==> config.mk <==
export PLATFORM = sky130hd
export DESIGN_NAME = alu_serial_driver_flat
export DESIGN_NICKNAME = d
export VERILOG_FILES = /design/src/rtl/alu_serial_driver_if.sv /design/src/rtl/alu_serial_driver.sv /design/src/flat_wrapper.sv
export SDC_FILE = /design/constraint.sdc
export NUM_CORES = 1
export LEC_CHECK = 0
export BUFFER_PORTS_ARGS = -buffer_cell sky130_fd_sc_hd__buf_2
export CAP_MARGIN = 20
export CORE_MARGIN = 1.5
export CORE_UTILIZATION = 52
export CTS_BUF_LIST = sky130_fd_sc_hd__clkbuf_8
export CTS_CLUSTER_SIZE = 20
export DETAILED_ROUTE_END_ITERATION = 6
export PLACE_DENSITY = 0.79
export SYNTH_ARGS = -nofsm -noshare
export SYNTH_HDL_FRONTEND = slang
export SYNTH_SLANG_ARGS = --single-unit
==> constraint.sdc <==
create_clock -name clk -period 1.5 [get_ports clk]
set_input_delay 0.075 -clock clk [delete_from_list [all_inputs] [get_ports clk]]
set_output_delay 0.075 -clock clk [all_outputs]
set_load 0.01 [all_outputs]
==> src/rtl/alu_serial_driver_if.sv <==
// ---------------------------------------------------------------------------
// alu_serial_driver_if
// Bundles the two buses of the bit-serial ALU driver into one interface.
//   Request side (control path <-> driver):
//     start, op, a, b            request and operands into the driver
//     busy, done                 handshake status from the driver
//     result, carry_out,
//     overflow, zero             final word result and flags
//   Slice side (driver <-> shared 1-bit ALU slice):
//     s_ai, s_bi, s_ci, s_aluop,
//     s_lessi                    bit operands, carry-in and op select
//     s_ri, s_ci_1               slice result bit and carry-out
// Modports:
//   slave  - the driver itself
//   master - the environment (control path plus the slice instance)
// ---------------------------------------------------------------------------
interface alu_serial_driver_if #(
  parameter int WIDTH = 32
);

  logic             start;
  logic [2:0]       op;
  logic [WIDTH-1:0] a;
  logic [WIDTH-1:0] b;
  logic             busy;
  logic             done;
  logic [WIDTH-1:0] result;
  logic             carry_out;
  logic             overflow;
  logic             zero;

  logic             s_ai;
  logic             s_bi;
  logic             s_ci;
  logic [2:0]       s_aluop;
  logic             s_lessi;
  logic             s_ri;
  logic             s_ci_1;

  modport slave (
    input  start, op, a, b, s_ri, s_ci_1,
    output busy, done, result, carry_out, overflow, zero,
           s_ai, s_bi, s_ci, s_aluop, s_lessi
  );

  modport master (
    output start, op, a, b, s_ri, s_ci_1,
    input  busy, done, result, carry_out, overflow, zero,
           s_ai, s_bi, s_ci, s_aluop, s_lessi
  );

endinterface

==> src/rtl/alu_serial_driver.sv <==
// ---------------------------------------------------------------------------
// alu_serial_driver
// Bit-serial initiator for a single shared 1-bit ALU slice. A full-width
// operation is accepted on start, then fed to the slice LSB first, one bit
// per clock, recirculating the slice carry. The result word is rebuilt from
// the slice result bits and the flags are derived at the end.
// Ports:
//   clk    - system clock, all state changes on the rising edge
//   reset  - synchronous active-high reset, aborts any operation in flight
//   bus    - alu_serial_driver_if.slave: request handshake, result/flags and
//            the slice drive/return signals
// Timing: done pulses WIDTH+1 cycles after the accepting edge; the next
// start can be accepted at the end of the done cycle.
// ---------------------------------------------------------------------------
module alu_serial_driver #(
  parameter int WIDTH = 32
) (
  input logic                clk,
  input logic                reset,
  alu_serial_driver_if.slave bus
);

  localparam int CW = $clog2(WIDTH) + 1;

  localparam logic [2:0] OP_ADD = 3'b010;
  localparam logic [2:0] OP_SUB = 3'b110;
  localparam logic [2:0] OP_SLT = 3'b111;

  typedef enum logic [1:0] {
    IDLE,
    RUN,
    FIN
  } state_e;

  state_e           state_q, state_d;
  logic [WIDTH-1:0] aSh_q, aSh_d;
  logic [WIDTH-1:0] bSh_q, bSh_d;
  logic [WIDTH-1:0] rSh_q, rSh_d;
  logic [2:0]       opR_q, opR_d;
  logic [CW-1:0]    cnt_q, cnt_d;
  logic             c_q, c_d;
  logic             cMsbIn_q, cMsbIn_d;
  logic             sumMsb_q, sumMsb_d;
  logic             cout_q, cout_d;
  logic [WIDTH-1:0] result_q, result_d;
  logic             carryOut_q, carryOut_d;
  logic             overflow_q, overflow_d;
  logic             zero_q, zero_d;
  logic             done_q, done_d;
  logic [WIDTH-1:0] finalResult;
  logic             inRun;

  // State and datapath registers. Reset returns everything to the idle
  // picture: no result, zero flag set, nothing pending.
  always_ff @(posedge clk) begin
    if (reset) begin
      state_q    <= IDLE;
      aSh_q      <= '0;
      bSh_q      <= '0;
      rSh_q      <= '0;
      opR_q      <= '0;
      cnt_q      <= '0;
      c_q        <= 1'b0;
      cMsbIn_q   <= 1'b0;
      sumMsb_q   <= 1'b0;
      cout_q     <= 1'b0;
      result_q   <= '0;
      carryOut_q <= 1'b0;
      overflow_q <= 1'b0;
      zero_q     <= 1'b1;
      done_q     <= 1'b0;
    end else begin
      state_q    <= state_d;
      aSh_q      <= aSh_d;
      bSh_q      <= bSh_d;
      rSh_q      <= rSh_d;
      opR_q      <= opR_d;
      cnt_q      <= cnt_d;
      c_q        <= c_d;
      cMsbIn_q   <= cMsbIn_d;
      sumMsb_q   <= sumMsb_d;
      cout_q     <= cout_d;
      result_q   <= result_d;
      carryOut_q <= carryOut_d;
      overflow_q <= overflow_d;
      zero_q     <= zero_d;
      done_q     <= done_d;
    end
  end

  // Next-state logic. IDLE waits for start and loads the operands, RUN
  // pushes one bit pair through the slice per clock while collecting the
  // result bits, FIN turns the collected bits and carries into the visible
  // result and flags. The carry register starts at op[2] so subtraction
  // gets its +1 through the LSB carry-in; SLT is just the sign of A-B.
  always_comb begin
    state_d     = state_q;
    aSh_d       = aSh_q;
    bSh_d       = bSh_q;
    rSh_d       = rSh_q;
    opR_d       = opR_q;
    cnt_d       = cnt_q;
    c_d         = c_q;
    cMsbIn_d    = cMsbIn_q;
    sumMsb_d    = sumMsb_q;
    cout_d      = cout_q;
    result_d    = result_q;
    carryOut_d  = carryOut_q;
    overflow_d  = overflow_q;
    zero_d      = zero_q;
    done_d      = 1'b0;
    finalResult = (opR_q == OP_SLT) ? WIDTH'(sumMsb_q) : rSh_q;

    unique case (state_q)
      IDLE: begin
        if (bus.start) begin
          aSh_d   = bus.a;
          bSh_d   = bus.b;
          opR_d   = bus.op;
          cnt_d   = '0;
          c_d     = bus.op[2];
          state_d = RUN;
        end
      end

      RUN: begin
        aSh_d = aSh_q >> 1;
        bSh_d = bSh_q >> 1;
        rSh_d = {bus.s_ri, rSh_q[WIDTH-1:1]};
        c_d   = bus.s_ci_1;
        cnt_d = cnt_q + CW'(1);
        if (cnt_q == CW'(WIDTH - 2)) begin
          cMsbIn_d = bus.s_ci_1;
        end
        if (cnt_q == CW'(WIDTH - 1)) begin
          sumMsb_d = bus.s_ri;
          cout_d   = bus.s_ci_1;
          state_d  = FIN;
        end
      end

      FIN: begin
        result_d   = finalResult;
        carryOut_d = opR_q[1] & cout_q;
        overflow_d = ((opR_q == OP_ADD) || (opR_q == OP_SUB)) & (cMsbIn_q ^ cout_q);
        zero_d     = (finalResult == '0);
        done_d     = 1'b1;
        state_d    = IDLE;
      end

      default: begin
        state_d = IDLE;
      end
    endcase
  end

  // Slice drive is only live during RUN so the shared slice sees a quiet
  // bus otherwise. SLT runs the slice as a subtract; the less-than bit is
  // taken from the MSB sum instead of the slice less input.
  assign inRun       = (state_q == RUN);
  assign bus.s_ai    = inRun & aSh_q[0];
  assign bus.s_bi    = inRun & bSh_q[0];
  assign bus.s_ci    = inRun & c_q;
  assign bus.s_aluop = !inRun ? 3'b000 : ((opR_q == OP_SLT) ? OP_SUB : opR_q);
  assign bus.s_lessi = 1'b0;

  // Request-side outputs come straight from the registers.
  assign bus.busy      = (state_q != IDLE);
  assign bus.done      = done_q;
  assign bus.result    = result_q;
  assign bus.carry_out = carryOut_q;
  assign bus.overflow  = overflow_q;
  assign bus.zero      = zero_q;

endmodule
==> src/flat_wrapper.sv <==
// flat-port wrapper written by rule: the top's interface ports become plain ports
module alu_serial_driver_flat 
#(
  parameter int WIDTH = 32
)
  (clk, reset, bus_start, bus_op, bus_a, bus_b, bus_s_ri, bus_s_ci_1, bus_busy, bus_done, bus_result, bus_carry_out, bus_overflow, bus_zero, bus_s_ai, bus_s_bi, bus_s_ci, bus_s_aluop, bus_s_lessi);
  alu_serial_driver_if #(.WIDTH(WIDTH)) bus_i ();
  input logic clk;
  input logic reset;
  input wire logic [$bits(bus_i.start)-1:0] bus_start;
  input wire logic [$bits(bus_i.op)-1:0] bus_op;
  input wire logic [$bits(bus_i.a)-1:0] bus_a;
  input wire logic [$bits(bus_i.b)-1:0] bus_b;
  input wire logic [$bits(bus_i.s_ri)-1:0] bus_s_ri;
  input wire logic [$bits(bus_i.s_ci_1)-1:0] bus_s_ci_1;
  output wire logic [$bits(bus_i.busy)-1:0] bus_busy;
  output wire logic [$bits(bus_i.done)-1:0] bus_done;
  output wire logic [$bits(bus_i.result)-1:0] bus_result;
  output wire logic [$bits(bus_i.carry_out)-1:0] bus_carry_out;
  output wire logic [$bits(bus_i.overflow)-1:0] bus_overflow;
  output wire logic [$bits(bus_i.zero)-1:0] bus_zero;
  output wire logic [$bits(bus_i.s_ai)-1:0] bus_s_ai;
  output wire logic [$bits(bus_i.s_bi)-1:0] bus_s_bi;
  output wire logic [$bits(bus_i.s_ci)-1:0] bus_s_ci;
  output wire logic [$bits(bus_i.s_aluop)-1:0] bus_s_aluop;
  output wire logic [$bits(bus_i.s_lessi)-1:0] bus_s_lessi;
  assign bus_i.start = bus_start;
  assign bus_i.op = bus_op;
  assign bus_i.a = bus_a;
  assign bus_i.b = bus_b;
  assign bus_i.s_ri = bus_s_ri;
  assign bus_i.s_ci_1 = bus_s_ci_1;
  assign bus_busy = bus_i.busy;
  assign bus_done = bus_i.done;
  assign bus_result = bus_i.result;
  assign bus_carry_out = bus_i.carry_out;
  assign bus_overflow = bus_i.overflow;
  assign bus_zero = bus_i.zero;
  assign bus_s_ai = bus_i.s_ai;
  assign bus_s_bi = bus_i.s_bi;
  assign bus_s_ci = bus_i.s_ci;
  assign bus_s_aluop = bus_i.s_aluop;
  assign bus_s_lessi = bus_i.s_lessi;
  alu_serial_driver #(.WIDTH(WIDTH)) u_core (.clk(clk), .reset(reset), .bus(bus_i));
endmodule
==> run_results.csv, run 1 <==
group,metric,value,unit
run_status,status,"finished, violations left",
run_status,violations,"setup timing",
cells_and_area,multi_input_area,0.00294,mm^2
grt,grt_pass1_wl,27.1,mm
grt,grt_start_max_net_pins,55,
synth,netlist-cell-type-count,33,
pwr,power.share.sequential,0.485,
route,avgRoutedWirePerCell,15.2,um
cts,htree_levels,4,
placed_design,gp_congestion,0.814,
cts,clk_pin_slew_worst_paths,90,ps
run,cap_violations,0,
hold_path,hp-class,"input port to flop",
route,drc,0,
sta,setup_viol,7,
sta,finalCritPeriodShare,1.07,
synth,synthCells,742,
setup_path,cpMaxStageDelayCell,"dfxtp_2",
sta,max_freq,625,MHz
synth,ys_seq_elements,147,
grt,first_global_vias,5689,
cts,clock_sinks,147,
setup_path,worstSetupPathType,"flop to output pin",
cells_and_area,final_layout_size_suffix_gt1_frac,0.291,
pwr,power_leakage,3.37,nW
setup_path,cp-startpoint,"u_core.state_q[1]$_SDFFE_PP0P_",
pwr,vdd_ir_drop_max,0.769,mV
cts,numCtsBuffers,17,
cts,clk_latency,450,ps
cells_and_area,seqCellArea,0.00295,mm^2
hold_path,hp-start,"reset",
synth,synth_area_leaders,"dfxtp_1, nor2_1, nor4_2",
route,via_per_inst,5.43,
synth,yosysWarnings,0,
synth,synth_top_cell_by_area,"dfxtp_1",
setup_path,crit_path_max_incr_delay,340,ps
floorplanning,die_area,0.0124,mm^2
sta,layout_setup_ws,-101,ps
synth,synth_nets,816,
setup_path,rr_startpoint,"u_core.state_q[1]$_SDFFE_PP0P_",
pwr,swShare,0.283,
cts,clockBufferDepth,2,
synth,ys.flop_type,"dfxtp_1",
setup_path,rrSetupSlack,50,ps
setup_path,critical_path_required,1420,ps
synth,synth-edff-count,0,
grt,antenna_found_initial,0,
cts,cts_tree,"built",
pwr,internal_power,6.23,mW
synth,syn-cell-area,0.00611,mm^2
setup_path,cp_cell_sequence,"buf_6 -> nor2b_4 -> buf_12 -> and3_4 -> buf_6",
synth,synth.most_common_cell,"nor2_1",
route,final_antenna_net_count,0,
pwr,power_density,1050,mW/mm^2
pwr,total_power,8.69,mW
sta,rsz0062_at_grt,"yes",
setup_path,arrival,1530,ps
cells_and_area,nNetsFinal,1001,
setup_path,end_kind,"output pin",
synth,syn_area_per_cell,8.24,um^2
route,firstDrtPassIters,7,
floorplanning,die_y,111,um
setup_path,crit_path_frequent_cell,"buf_6",
setup_path,r2r_end,"u_core.bSh_q[28]$_SDFFE_PP0P_",
setup_path,r2r_cells,5,
cts,cts_root_buf,"clkbuf_8",
placed_design,hpwl,8.90,mm
route,via_count,5876,
pwr,pwr-share-clk,0.365,
cells_and_area,utilization,0.727,
floorplanning,num_rows,39,
sta,skew,11.2,ps
grt,gr-total-overflow,0,
pwr,p_sw,2.46,mW
placed_design,io_buffer_count,114,
grt,grt_usage,0.267,
cells_and_area,antenna_cells,0,
setup_path,cp-endpoint,"bus_s_aluop[0]",
setup_path,cp-start-kind,"flop",
cells_and_area,n_fill_cell,831,
floorplanning,die_w,111,um
synth,netlist.area_leader.share,0.481,
route,drtIter0Drc,562,
sta,drv_slew,0,
floorplanning,ios,116,
sta,hold_viol,0,
synth,async_reset_ff_frac,0,
floorplanning,initial_core_util,0.535,
sta,fin_crit,1600,ps
pwr,combPwrFrac,0.150,
cells_and_area,syn_to_final_growth,35.7,%
synth,seq_area_frac_synth,0.481,
floorplanning,core_area,0.0114,mm^2
setup_path,crit_fanout,7,
synth,synth_common_cells,"nor2_1, dfxtp_1, nand2_1",
route,wl,16.4,mm
per-layer routing:
metal	global-route usage	vias up	share of wire
li1	-	2854	-
met1	0.332	2762	0.43
met2	0.455	216	0.49
met3	0.0615	44	0.053
met4	0.0928	0	0.028
met5	0	-	0
layout make-up:
| class | instances | area share |
|---|---|---|
| well taps | 143 | 0.0216 |
| multi-input cells | 536 | 0.354 |
| inverters | 1 | 0.000452 |
| clock inverters | 15 | 0.0207 |
| flip-flops and latches | 147 | 0.355 |
| clock buffers | 17 | 0.0282 |
| repair buffers | 224 | 0.220 |
cells by family (layout without fill, tap and decap cells):
| group | count (synthesis) | count (layout) | share of synthesized area |
|---|---|---|---|
| multiplexers | 6 | 6 | 0.0102 |
| XOR/XNOR | 2 | 2 | 0.00287 |
| AO/OA/AOI/OAI | 81 | 81 | 0.0679 |
| other | 1 | 1 | 0.000613 |
| buffers and inverters | 60 | 257 | 0.0510 |
| adder cells (fa/ha/maj) | 2 | 2 | 0.00409 |
| flip-flops | 147 | 147 | 0.481 |
| AND/OR/NAND/NOR | 443 | 444 | 0.382 |
per-stage QoR:
stage | setup TNS [ps] | instance area (um^2) | setup slack [ps] | instances | hold WS (ps)
floorplan | 0 | 6110 | 140 | 742 | 211
global placement | 0 | 6960 | 32.7 | 973 | 322
detailed placement | -3.44 | 6960 | -2.26 | 973 | 323
CTS | -688 | 8200 | -100 | 1080 | 4.85
global route | -1120 | 8300 | -192 | 1083 | 24.4
finish | -394 | 8300 | -101 | 1083 | 22.6
power by group through the flow:
stage / clock network (mW) / logic, mW / registers [mW]
floorplan: 0 / 0.741 / 4.26
global placement: 0 / 1.02 / 4.28
detailed placement: 0 / 1.03 / 4.28
CTS: 3.21 / 1.23 / 4.19
global route: 3.41 / 1.42 / 4.23
finish: 3.17 / 1.30 / 4.21
worst min-delay path by stage:
| stage | to | slack [ps] | cells past startpoint |
|---|---|---|---|
| after floorplan | u_core.opR_q[0]$_SDFFE_PP0P_ | 210 | 2 |
| after global placement | u_core.bSh_q[31]$_SDFFE_PP0P_ | 320 | 3 |
| after detailed placement | u_core.opR_q[0]$_SDFFE_PP0P_ | 320 | 3 |
| after CTS | u_core.cout_q$_SDFFE_PP0P_ | 5 | 2 |
| after global routing | u_core.cnt_q[3]$_SDFFE_PP0P_ | 20 | 2 |
| final | u_core.cnt_q[5]$_SDFFE_PP0P_ | 20 | 2 |
timing repair:
item | in CTS | in global routing
pin swaps | 3 | 1
cloned | 1 | 2
endpoints found under the hold margin | 72 | 0
endpoints found under the setup margin | 13 | 88
hold buffers | 69 | 0
buffers inserted | 6 | 2
gates resized for setup | 20 | 17
flip-flops by register name (all words and copies together), names as in the netlist:
register,cells
u_core.sumMsb_q,1
u_core.bSh_q,32
u_core.bus.carry_out,1
u_core.cnt_q,6
u_core.c_q,1
u_core.opR_q,3
u_core.rSh_q,32
u_core.cMsbIn_q,1
u_core.state_q,2
u_core.bus.result,32
u_core.cout_q,1
u_core.bus.overflow,1
u_core.bus.done,1
u_core.bus.zero,1
u_core.aSh_q,32
critical path: cells and delay by family, from the launching register on:
family	cells	cell delay [ps]
buffers and inverters	3	360
AND/OR/NAND/NOR	2	380
flip-flops	1	340
cell usage in the layout, fill, tap and decap left out, types with 2 or more instances in the layout:
cell           Yosys  layout
nor2_1           200     196
dfxtp_1          147     143
nand2_1          112     112
buf_2             18     107
a21oi_1           74      74
dlygate4sd3_1      0      69
nor4_2            60      60
nand3_1           37      35
buf_4              3      21
clkbuf_8           0      17
buf_6              7      13
buf_12             0      11
nor4_1            10      10
inv_6              0       6
and2_4             0       5
nor2_2             0       4
mux2i_1            4       4
clkinvlp_4         0       4
dfxtp_2            0       4
nor3_1             4       3
nand4_1            3       3
nand3_2            0       2
nand2b_1           3       2
o21ai_0            2       2
a31oi_1            2       2
mux2_2             2       2
a211oi_1           2       2
xor2_1             2       2
bufinv_16          0       2
clkinv_4           0       2
No activity file was read; power rests on OpenSTA's default activity.
==> run 2, diff against run 1 <==
--- a/config.mk
+++ b/config.mk
@@ -8,11 +8,9 @@
 export BUFFER_PORTS_ARGS = -buffer_cell sky130_fd_sc_hd__buf_2
 export CAP_MARGIN = 20
 export CORE_MARGIN = 1.5
-export CORE_UTILIZATION = 52
+export CORE_UTILIZATION = 38
 export CTS_BUF_LIST = sky130_fd_sc_hd__clkbuf_8
-export CTS_CLUSTER_SIZE = 20
 export DETAILED_ROUTE_END_ITERATION = 6
-export PLACE_DENSITY = 0.79
 export SYNTH_ARGS = -nofsm -noshare
 export SYNTH_HDL_FRONTEND = slang
 export SYNTH_SLANG_ARGS = --single-unit
==> constraint.sdc (replaced) <==
create_clock -name clk -period 1.7 [get_ports clk]
set_input_delay 0.085 -clock clk [delete_from_list [all_inputs] [get_ports clk]]
set_output_delay 0.085 -clock clk [all_outputs]
set_load 0.01 [all_outputs]
==> run_results.csv, run 2 (same netlist as run 1, synthesis figures left out) <==
group,metric,value,unit
run_status,status,"complete, no violations",
cells_and_area,final_cell_mix,"nor2_1, dfxtp_1, nand2_1, buf_2, a21oi_1",
setup_path,worstSetupPathType,"flop to output pin",
cells_and_area,layout_commonest_cell,"nor2_1",
run,cap_violations,0,
floorplanning,die_area,0.0169,mm^2
sta,fin_crit,1630,ps
setup_path,critical_path_required,1620,ps
cts,numCtsBuffers,17,
setup_path,end_kind,"output pin",
pwr,power_leakage,3.26,nW
grt,antenna_found_initial,0,
route,drtIter0Drc,352,
floorplanning,die_y,130,um
sta,rsz0062_at_grt,"yes",
pwr,total_power,7.56,mW
placed_design,hpwl,9.30,mm
route,via_count,5582,
route,drc,0,
floorplanning,die_w,130,um
grt,grt_pass1_wl,24.9,mm
sta,finalCritPeriodShare,0.958,
route,avgRoutedWirePerCell,13.6,um
setup_path,arrival,1540,ps
sta,max_freq,614,MHz
cells_and_area,syn_to_final_growth,32.8,%
cts,clk_latency,450,ps
placed_design,dp_slack,134,ps
cells_and_area,n_fill_cell,1569,
grt,first_global_vias,5262,
cts,htree_levels,4,
grt,grt_usage,0.184,
setup_path,cp-start-kind,"flop",
floorplanning,core_area,0.0158,mm^2
sta,skew,10.1,ps
route,via_per_inst,4.89,
cts,clk_pin_slew_worst_paths,80,ps
sta,setup_viol,0,
route,final_antenna_net_count,0,
setup_path,r2r_cells,4,
cts,cts_root_buf,"clkbuf_8",
sta,layout_setup_ws,70.8,ps
hold_path,min_path_cells,5,
grt,grt_start_max_net_pins,63,
floorplanning,ios,116,
floorplanning,num_rows,46,
setup_path,crit_fanout,6,
placed_design,gp_congestion,0.787,
cells_and_area,nNetsFinal,986,
cts,clockBufferDepth,2,
grt,gr-total-overflow,0,
cts,cts_tree,"built",
sta,hold_viol,0,
placed_design,io_buffer_count,114,
route,firstDrtPassIters,5,
pwr,power_density,931,mW/mm^2
pwr,vdd_ir_drop_max,0.430,mV
sta,drv_slew,0,
route,wl,15.5,mm
hold_path,hp-class,"input port to flop",
floorplanning,initial_core_util,0.388,
cells_and_area,final_layout_size_suffix_gt1_frac,0.261,
cts,clock_sinks,147,
run 2: changes by cell type in the layout (fill, tap and decap cells not counted), moves of 5 or more:
cell	before	now
clkbuf_8	17	23
and2_1	0	5
buf_4	21	15
buf_6	13	5
and2_4	5	0
inv_6	6	0
run 2: path summary, 6_finish.rpt:
| kind | startpoint | endpoint | slack, ps |
|---|---|---|---|
| setup / recovery | u_core.state_q[0]$_SDFFE_PP0P_ | bus_s_aluop[0] | 70 |
| hold / removal | bus_start | u_core.aSh_q[31]$_SDFFE_PP0P_ | 190 |
| setup reg to reg | u_core.state_q[1]$_SDFFE_PP0P_ | u_core.bSh_q[30]$_SDFFE_PP0P_ | 100 |
| hold reg to reg | u_core.bus.result[19]$_SDFFE_PP0P_ | u_core.bus.result[19]$_SDFFE_PP0P_ | 450 |
run 2: report_power, final:
part	leakage, nW	switching [mW]	internal, mW
Clock	0.211	1.31	1.53
Sequential	1.20	0.0872	3.61
Combinational	1.85	0.568	0.456
run 2: area by class of cell:
cell class,count,area [um^2],area share
sequential,147,2940,0.363
antenna,1,2.50,0.000308
clock buffer,23,317,0.0390
inverter,1,3.75,0.000462
tap,216,270,0.0333
multi-input combinational,536,2890,0.356
timing repair buffer,209,1590,0.195
clock inverter,9,101,0.0125
run 2: repair_timing:
action | in CTS | in global routing
gates cloned | 0 | 1
resized for setup | 1 | 8
endpoints found under the setup margin | 3 | 7
hold buffers | 70 | 0
pin swaps | 0 | 1
setup buffers | 2 | 3
endpoints found under the hold margin | 97 | 0
run 2: per-layer routing:
metal,wire length (um),global-route usage,vias to the layer above
li1,-,-,2818
met1,7440,0.235,2608
met2,7130,0.303,129
met3,668,0.0467,27
met4,313,0.0647,0
met5,0,0,-
run 2: critical path, stage by stage (launching register included):
cell	delay, ps
dfxtp_2	340
buf_6	120
nor2b_4	200
buf_4	150
and3_4	190
buf_6	100
run 2: through the flow:
| stage | util | area (um^2) | instances | setup TNS, ps | hold WS (ps) |
|---|---|---|---|---|---|
| after CTS | 0.510 | 8050 | 1137 | 0 | 160 |
| final | 0.515 | 8120 | 1142 | 0 | 187 |
| after global routing | 0.515 | 8110 | 1141 | -7.09 | 172 |
| after global placement | 0.438 | 6910 | 1033 | 0 | 331 |
| after detailed placement | 0.438 | 6910 | 1033 | 0 | 334 |
| after floorplan | - | 6110 | 742 | 0 | 221 |
